--- config.mk ---
export PLATFORM = sky130hd
export DESIGN_NAME = adc_clark_seq
export DESIGN_NICKNAME = d
export VERILOG_FILES = /design/src/rtl/adc_clark_seq.sv
export SDC_FILE = /design/constraint.sdc
export NUM_CORES = 1
export LEC_CHECK = 0
export CAP_MARGIN = 20
export CORE_ASPECT_RATIO = 0.75
export CORE_MARGIN = 10
export CORE_UTILIZATION = 58
export CTS_BUF_LIST = sky130_fd_sc_hd__clkbuf_16
export DETAILED_ROUTE_END_ITERATION = 8
export PLACE_DENSITY = 0.81
export SYNTH_ARGS = -nofsm -noshare
export SYNTH_HDL_FRONTEND = slang
export SYNTH_SLANG_ARGS = --single-unit
--- constraint.sdc ---
create_clock -name clk -period 3.01 [get_ports clk]
set_input_delay 0.903 -clock clk [delete_from_list [all_inputs] [get_ports clk]]
set_output_delay 0.903 -clock clk [all_outputs]
set_load 0.02 [all_outputs]
--- src/rtl/adc_clark_seq.sv ---
// -----------------------------------------------------------------------------
// adc_clark_seq
//
// Sequences three-phase ADC samples into a Clark transform stage:
//   * On i_calib, averages 2^CALIB_LOG2 samples per channel to learn the
//     per-phase zero-current offsets.
//   * Once calibrated, each accepted ADC sample is offset-corrected,
//     sign-extended to 16 bits and presented to the transform with a
//     one-cycle o_en strobe.
//   * While the transform is busy, further samples are dropped (o_drop).
//   * If the transform never answers within TIMEOUT cycles, the sticky
//     o_err flag is raised and the sequencer returns to READY.
//
// Parameters
//   CALIB_LOG2 : log2 of samples averaged per calibration (1..8)
//   TIMEOUT    : max cycles spent in BUSY waiting for i_tr_en (4..255)
//
// Ports
//   clk, rstn          : clock, asynchronous active-low reset
//   i_calib            : pulse, start/restart calibration
//   i_adc_en           : strobe, i_adc_a/b/c valid
//   i_adc_a/b/c [11:0] : unsigned raw ADC codes
//   i_tr_en            : transform done strobe
//   o_en               : strobe to the transform input
//   o_ia/o_ib/o_ic     : signed 16-bit offset-removed currents
//   o_calib_done       : valid offsets held (READY or BUSY)
//   o_drop             : pulse, an ADC sample was discarded
//   o_err              : sticky transform timeout flag
//   o_sum_err          : (only with ADC_CLARK_SEQ_SUMCHK_EN) pulses with
//                        o_en when |o_ia+o_ib+o_ic| > 255
//
// Optional feature macro: ADC_CLARK_SEQ_SUMCHK_EN
// -----------------------------------------------------------------------------
`timescale 1ns/1ps

module adc_clark_seq #(
  parameter int CALIB_LOG2 = 4,
  parameter int TIMEOUT    = 15
) (
  input  logic        clk,
  input  logic        rstn,
  input  logic        i_calib,
  input  logic        i_adc_en,
  input  logic [11:0] i_adc_a,
  input  logic [11:0] i_adc_b,
  input  logic [11:0] i_adc_c,
  input  logic        i_tr_en,
  output logic        o_en,
  output logic [15:0] o_ia,
  output logic [15:0] o_ib,
  output logic [15:0] o_ic,
  output logic        o_calib_done,
  output logic        o_drop,
  output logic        o_err
`ifdef ADC_CLARK_SEQ_SUMCHK_EN
  ,
  output logic        o_sum_err
`endif
);

  localparam int AW = 12 + CALIB_LOG2;

  localparam logic [1:0] ST_IDLE  = 2'd0;
  localparam logic [1:0] ST_CALIB = 2'd1;
  localparam logic [1:0] ST_READY = 2'd2;
  localparam logic [1:0] ST_BUSY  = 2'd3;

  // Counter value seen during the last allowed BUSY cycle; the counter would
  // reach TIMEOUT on the following edge.
  localparam logic [7:0] TMO_LAST = 8'(TIMEOUT - 1);

  logic [1:0]            state_q, state_d;
  logic [AW-1:0]         acc_a_q, acc_a_d;
  logic [AW-1:0]         acc_b_q, acc_b_d;
  logic [AW-1:0]         acc_c_q, acc_c_d;
  logic [CALIB_LOG2-1:0] cnt_q, cnt_d;
  logic [11:0]           off_a_q, off_a_d;
  logic [11:0]           off_b_q, off_b_d;
  logic [11:0]           off_c_q, off_c_d;
  logic [7:0]            tmo_q, tmo_d;
  logic                  en_q, en_d;
  logic                  drop_q, drop_d;
  logic                  err_q, err_d;
  logic                  cdone_q, cdone_d;
  logic [15:0]           ia_q, ia_d;
  logic [15:0]           ib_q, ib_d;
  logic [15:0]           ic_q, ic_d;

  logic [AW-1:0]         sum_a_s, sum_b_s, sum_c_s;

  // Accumulator values including the current sample.
  assign sum_a_s = acc_a_q + AW'(i_adc_a);
  assign sum_b_s = acc_b_q + AW'(i_adc_b);
  assign sum_c_s = acc_c_q + AW'(i_adc_c);

  // Next-state and datapath logic for the sequencer.
  always_comb begin
    state_d = state_q;
    acc_a_d = acc_a_q;
    acc_b_d = acc_b_q;
    acc_c_d = acc_c_q;
    cnt_d   = cnt_q;
    off_a_d = off_a_q;
    off_b_d = off_b_q;
    off_c_d = off_c_q;
    tmo_d   = tmo_q;
    err_d   = err_q;
    en_d    = 1'b0;
    drop_d  = 1'b0;
    ia_d    = ia_q;
    ib_d    = ib_q;
    ic_d    = ic_q;

    if (i_calib) begin
      // Calibration request overrides everything, including a same-cycle
      // ADC sample, which is silently ignored (no drop pulse).
      state_d = ST_CALIB;
      acc_a_d = '0;
      acc_b_d = '0;
      acc_c_d = '0;
      cnt_d   = '0;
      tmo_d   = 8'd0;
      err_d   = 1'b0;
    end else begin
      case (state_q)
        ST_IDLE: begin
          state_d = ST_IDLE;
        end
        ST_CALIB: begin
          if (i_adc_en) begin
            if (&cnt_q) begin
              off_a_d = sum_a_s[AW-1:CALIB_LOG2];
              off_b_d = sum_b_s[AW-1:CALIB_LOG2];
              off_c_d = sum_c_s[AW-1:CALIB_LOG2];
              cnt_d   = '0;
              state_d = ST_READY;
            end else begin
              acc_a_d = sum_a_s;
              acc_b_d = sum_b_s;
              acc_c_d = sum_c_s;
              cnt_d   = cnt_q + 1'b1;
            end
          end else begin
            state_d = ST_CALIB;
          end
        end
        ST_READY: begin
          if (i_adc_en) begin
            // 16-bit two's-complement difference of zero-extended codes is
            // the sign-extended result in -4095..4095.
            en_d    = 1'b1;
            ia_d    = {4'd0, i_adc_a} - {4'd0, off_a_q};
            ib_d    = {4'd0, i_adc_b} - {4'd0, off_b_q};
            ic_d    = {4'd0, i_adc_c} - {4'd0, off_c_q};
            tmo_d   = 8'd0;
            state_d = ST_BUSY;
          end else begin
            state_d = ST_READY;
          end
        end
        ST_BUSY: begin
          if (i_adc_en) begin
            drop_d = 1'b1;
          end else begin
            drop_d = 1'b0;
          end
          // Done strobe has priority over a coincident timeout.
          if (i_tr_en) begin
            state_d = ST_READY;
          end else if (tmo_q == TMO_LAST) begin
            err_d   = 1'b1;
            state_d = ST_READY;
          end else begin
            tmo_d = tmo_q + 8'd1;
          end
        end
        default: begin
          state_d = ST_IDLE;
        end
      endcase
    end

    cdone_d = (state_d == ST_READY) || (state_d == ST_BUSY);
  end

`ifdef ADC_CLARK_SEQ_SUMCHK_EN
  logic signed [17:0] phase_sum_s;
  logic               sum_err_q, sum_err_d;

  // Kirchhoff sanity check on the currents about to be issued.
  always_comb begin
    phase_sum_s = $signed({{2{ia_d[15]}}, ia_d}) + $signed({{2{ib_d[15]}}, ib_d})
                + $signed({{2{ic_d[15]}}, ic_d});
    if (en_d && ((phase_sum_s > 18'sd255) || (phase_sum_s < -18'sd255))) begin
      sum_err_d = 1'b1;
    end else begin
      sum_err_d = 1'b0;
    end
  end

  // Sum-check flag register.
  always_ff @(posedge clk or negedge rstn) begin
    if (!rstn) begin
      sum_err_q <= 1'b0;
    end else begin
      sum_err_q <= sum_err_d;
    end
  end

  assign o_sum_err = sum_err_q;
`endif

  // Sequencer state and output registers.
  always_ff @(posedge clk or negedge rstn) begin
    if (!rstn) begin
      state_q <= ST_IDLE;
      acc_a_q <= '0;
      acc_b_q <= '0;
      acc_c_q <= '0;
      cnt_q   <= '0;
      off_a_q <= 12'd0;
      off_b_q <= 12'd0;
      off_c_q <= 12'd0;
      tmo_q   <= 8'd0;
      en_q    <= 1'b0;
      drop_q  <= 1'b0;
      err_q   <= 1'b0;
      cdone_q <= 1'b0;
      ia_q    <= 16'd0;
      ib_q    <= 16'd0;
      ic_q    <= 16'd0;
    end else begin
      state_q <= state_d;
      acc_a_q <= acc_a_d;
      acc_b_q <= acc_b_d;
      acc_c_q <= acc_c_d;
      cnt_q   <= cnt_d;
      off_a_q <= off_a_d;
      off_b_q <= off_b_d;
      off_c_q <= off_c_d;
      tmo_q   <= tmo_d;
      en_q    <= en_d;
      drop_q  <= drop_d;
      err_q   <= err_d;
      cdone_q <= cdone_d;
      ia_q    <= ia_d;
      ib_q    <= ib_d;
      ic_q    <= ic_d;
    end
  end

  assign o_en         = en_q;
  assign o_drop       = drop_q;
  assign o_err        = err_q;
  assign o_calib_done = cdone_q;
  assign o_ia         = ia_q;
  assign o_ib         = ib_q;
  assign o_ic         = ic_q;

endmodule

### Word-level counts from Yosys, hierarchy flattened

Cells that the tools add are included.

* bits in registers: 150
* input bits: 41
* output and inout bits: 52
* word-level logic and storage cells: 87

* add/subtract/negate cells: 8
* equality and inequality tests: 11
* multiplexer cells: 37
* bitwise logic cells: 1
* reduce and logical (&&, ||, !) cells: 14

Operators with widths (count)
* $mux W16: 12
* $add A16 B12 Y16: 3
* $sub A12 B12 Y13: 3
* $mux W8: 4
* $mux W4: 4
* $pmux W8 S2: 1
* $mux W1: 10
* $mux W2: 5
* $ne A3 B3 Y1 const B: 3
* $reduce_and A3 Y1: 3
* $add A8 B1 Y8 const B: 1
* $eq A2 B2 Y1 const B: 4
* $eq A8 B4 Y1 const B: 1
* $pmux W2 S4: 1
* $reduce_and A4 Y1: 2
* $reduce_bool A2 Y1: 4
* $reduce_and A7 Y1: 1
* $add A4 B1 Y4 const B: 1
* $ne A2 B2 Y1 const B: 2
* $reduce_bool A3 Y1: 1
* $eq A2 B1 Y1 const B: 1
* $logic_not A2 Y1: 1
* $reduce_and A2 Y1: 1
* $logic_or A1 B1 Y1: 1
* $not A1 Y1: 1

### Logic depth before layout (Yosys ltp)

* depth after elaboration: 7
* depth in mapped cells: 9
* depth with buffers taken out: 9

### Worst setup path before layout

OpenSTA, ideal clock, no wires.

* path kind: input to register
* start: in i_adc_a[0]
* end: reg acc_a_q[14]
* library setup time: 0.078 ns
* arrival: 2.699 ns
* required time: 2.932 ns
* setup slack: 0.233 ns
* cell stages on the path: 8
* path buffers: 0
* path through: ha_1 inv_1 fa_1 nand2b_1 a211oi_1 nor3_1 or4_1 a21oi_1

* word-level cells in the longest chain between the ends: 5

Ends and longest elaborated chain
* start: declaration: line 44 `input logic [11:0] i_adc_a,`
* $add A16 B12 Y16: line 92 `assign sum_a_s = acc_a_q + AW'(i_adc_a);`
* $mux W16: line 131 `if (&cnt_q) begin`
* $mux W16: line 130 `if (i_adc_en) begin`
* $mux W16: line 125 `case (state_q)`
* $mux W16: line 114 `if (i_calib) begin`
* end signal: assignment: line 217 `acc_a_q <= '0;`
* end signal: assignment: line 234 `acc_a_q <= acc_a_d;`
* end: declaration: line 73 `logic [AW-1:0] acc_a_q, acc_a_d;`

No other way between the ends. The select of a mux whose other input is x is not followed.
A chain may end at the register's enable or synchronous reset.

### Worst setup path in the final report

Ends and elaborated chain as after synthesis.

==> results.sh <==
export IMPL_status="finished clean"
export IMPL_cp_max_fo=2
export IMPL_row_count=39
export IMPL_start_util=0.599
export IMPL_worstMarginPinSlew_ps=536
export IMPL_min_period_ps=2920
export IMPL_synth_avg_cell_area_sq_um=8.93
export IMPL_relSlewSlack=0.643
export IMPL_clockBufferDepth=2
export IMPL_ys_ff_latch=141
export IMPL_cts_root_buf="clkbuf_16"
export IMPL_portBuffers=92
export IMPL_vias=8255
export IMPL_track_usage=0.220
export IMPL_hpwl_um=17400
export IMPL_die_w_um=166
export IMPL_worst_ep_required_time_ps=3350
export IMPL_die_area_sq_um=21500
export IMPL_grt_max_degree=56
export IMPL_fill_cells=1038
export IMPL_grt_pass1_vias=7972
export IMPL_synth_area_sq_um=9270
export IMPL_fmax_mhz=343
export IMPL_synth_flop_cell="dfrtp_1"
export IMPL_drcViolationCount=0
export IMPL_htreeDepth=4
export IMPL_grt_overflow=0
export IMPL_slew_violations=0
export IMPL_wl_per_cell_um=16.9
export IMPL_cp_start_kind="input port"
export IMPL_critPathKind="input port to register"
export IMPL_grt_pass1_wl_um=39600
export IMPL_hold_viol=0
export IMPL_cellLeakagePower_uw=0.00532
export IMPL_num_io_pins=93
export IMPL_power_density_nw_per_um2=463
export IMPL_netlist_instances=1038
export IMPL_cts_sinks=141
export IMPL_cts_tree="done"
export IMPL_setup_viol=0
export IMPL_yosysSeqAreaShare=0.381
export IMPL_cts_made_buffers=17
export IMPL_gp_congestion=0.960
export IMPL_rsz0062_at_grt="true"
export IMPL_drive_above_1_share=0.136
export IMPL_max_cap_violations=0
export IMPL_drt_first_pass_iters=7
export IMPL_final_cell_mix="dfrtp_1, nand2_1, o21ai_0, buf_4, clkdlybuf4s50_1"
export IMPL_syn_nets=1160
export IMPL_cp_end_kind="register"
export IMPL_die_h_um=129
export IMPL_wirelength_um=24000
export IMPL_drtIter0Drc=704
export IMPL_ir_worst_vdd_mv=0.390
export IMPL_ant_nets=0
export IMPL_cts_clk_slew_worst_paths_ps=60
export IMPL_fin_ws_ps=92.5
export IMPL_power_total_uw=5400
export IMPL_yosys_warnings=0
export IMPL_clock_latency_ps=430
export IMPL_skew_ps=7.62
export IMPL_synth_distinct_cells=66
export IMPL_layout_nets=1327
export IMPL_async_flop_share=1.00
export IMPL_antenna_found_initial=0
export IMPL_cp_arrival_ps=3260
export IMPL_cts_hold_buf=0
export IMPL_core_sq_um=15500
export IMPL_antennaDiodeCount=0
export IMPL_hold_class="input port to async pin"
export IMPL_syn_to_final_growth_pct=25.8
export IMPL_via_per_inst=5.80
export IMPL_fin_crit_sh=0.969
export IMPL_place_ws_ps=-351
export IMPL_synth_edf_count=0
export IMPL_layout_commonest_cell="dfrtp_1"
worst max-delay path, stage by stage:
cell	delay, ps
clkdlybuf4s50_1	480
ha_1	170
inv_1	60
fa_1	370
nand2b_1	190
a211oi_2	240
nor3_1	120
or4_1	520
a21oi_1	210
per-stage QoR:
step	util	std cells	cell area (sq um)	hold slack, ps	TNS, ps
after CTS	0.753	1423	11600	444	0
after global placement	0.715	1391	11100	459	-6310
after detailed placement	0.715	1391	11100	469	-9360
final	0.754	1423	11700	431	0
after floorplan	-	1038	9270	450	0
after global routing	0.754	1423	11700	469	-57.5
area by class of cell:
| type | instances | area (sq um) | area share |
|---|---|---|---|
| clock inverters | 15 | 155 | 0.0133 |
| repair buffers | 197 | 1780 | 0.153 |
| inverters | 55 | 206 | 0.0177 |
| well taps | 205 | 256 | 0.0220 |
| flip-flops and latches | 141 | 3530 | 0.303 |
| multi-input cells | 793 | 5310 | 0.455 |
| clock buffers | 17 | 425 | 0.0365 |
registers in the layout, summed over array words and instances (netlist names):
signal        cells
acc_b_q          16
state_q           2
o_calib_done      1
o_ic             13
o_err             1
tmo_q             8
o_drop            1
acc_c_q          16
o_ib             13
o_ia             13
off_c_q          12
cnt_q             4
o_en              1
off_b_q          12
acc_a_q          16
off_a_q          12
path summary, 6_finish.rpt:
| check | startpoint | endpoint | slack, ps | cells past startpoint |
|---|---|---|---|---|
| max in group asynchronous | rstn | acc_b_q[7]$_DFFE_PN0P_ | 1930 | 2 |
| hold / removal | rstn | o_ic[7]$_DFFE_PN0P_ | 430 | 1 |
| setup / recovery | i_adc_a[0] | acc_a_q[14]$_DFFE_PN0P_ | 90 | 9 |
| hold reg to reg | o_ia[4]$_DFFE_PN0P_ | o_ia[4]$_DFFE_PN0P_ | 470 | 1 |
| setup reg to reg | acc_a_q[0]$_DFFE_PN0P_ | acc_a_q[14]$_DFFE_PN0P_ | 700 | 8 |
| min in group clk | o_ia[4]$_DFFE_PN0P_ | o_ia[4]$_DFFE_PN0P_ | 470 | 1 |
kinds of logic after synthesis:
kind of cell | after synthesis | synth area share
and+or+nand+nor | 334 | 0.173
xor gates and xnor gates | 61 | 0.0577
adders and majority gates | 81 | 0.114
DFF | 141 | 0.381
buffers and inverters | 104 | 0.0485
AOI/OAI and AO/OA | 304 | 0.206
muxes | 13 | 0.0196
metal layers:
metal  GRT usage  wire length [um]
met5           0                 0
met4      0.0644               405
met3      0.0411              1440
met2       0.366             11300
met1       0.288             10900
synth_stat cells (all sizes together) (20+ instances only):
library cell	instances	area [sq um]
xor2	32	280
nor3	22	115
a21oi	71	355
a211oi	22	165
a21o	24	180
o21ai	107	543
clkbuf	30	113
nand2	130	488
dfrtp	141	3530
nand3	20	100
xnor2	29	254
nor2	70	282
inv	55	206
ha	75	938
timing repair:
item                                    CTS  global route
endpoints found under the setup margin    0             7
setup buffers                             0             0
resized for setup                         0             4
power by group:
group	switching, uW	internal, uW
Sequential	46.1	1960
Clock	846	1280
Combinational	688	574
No activity file was read; power rests on OpenSTA's default activity.
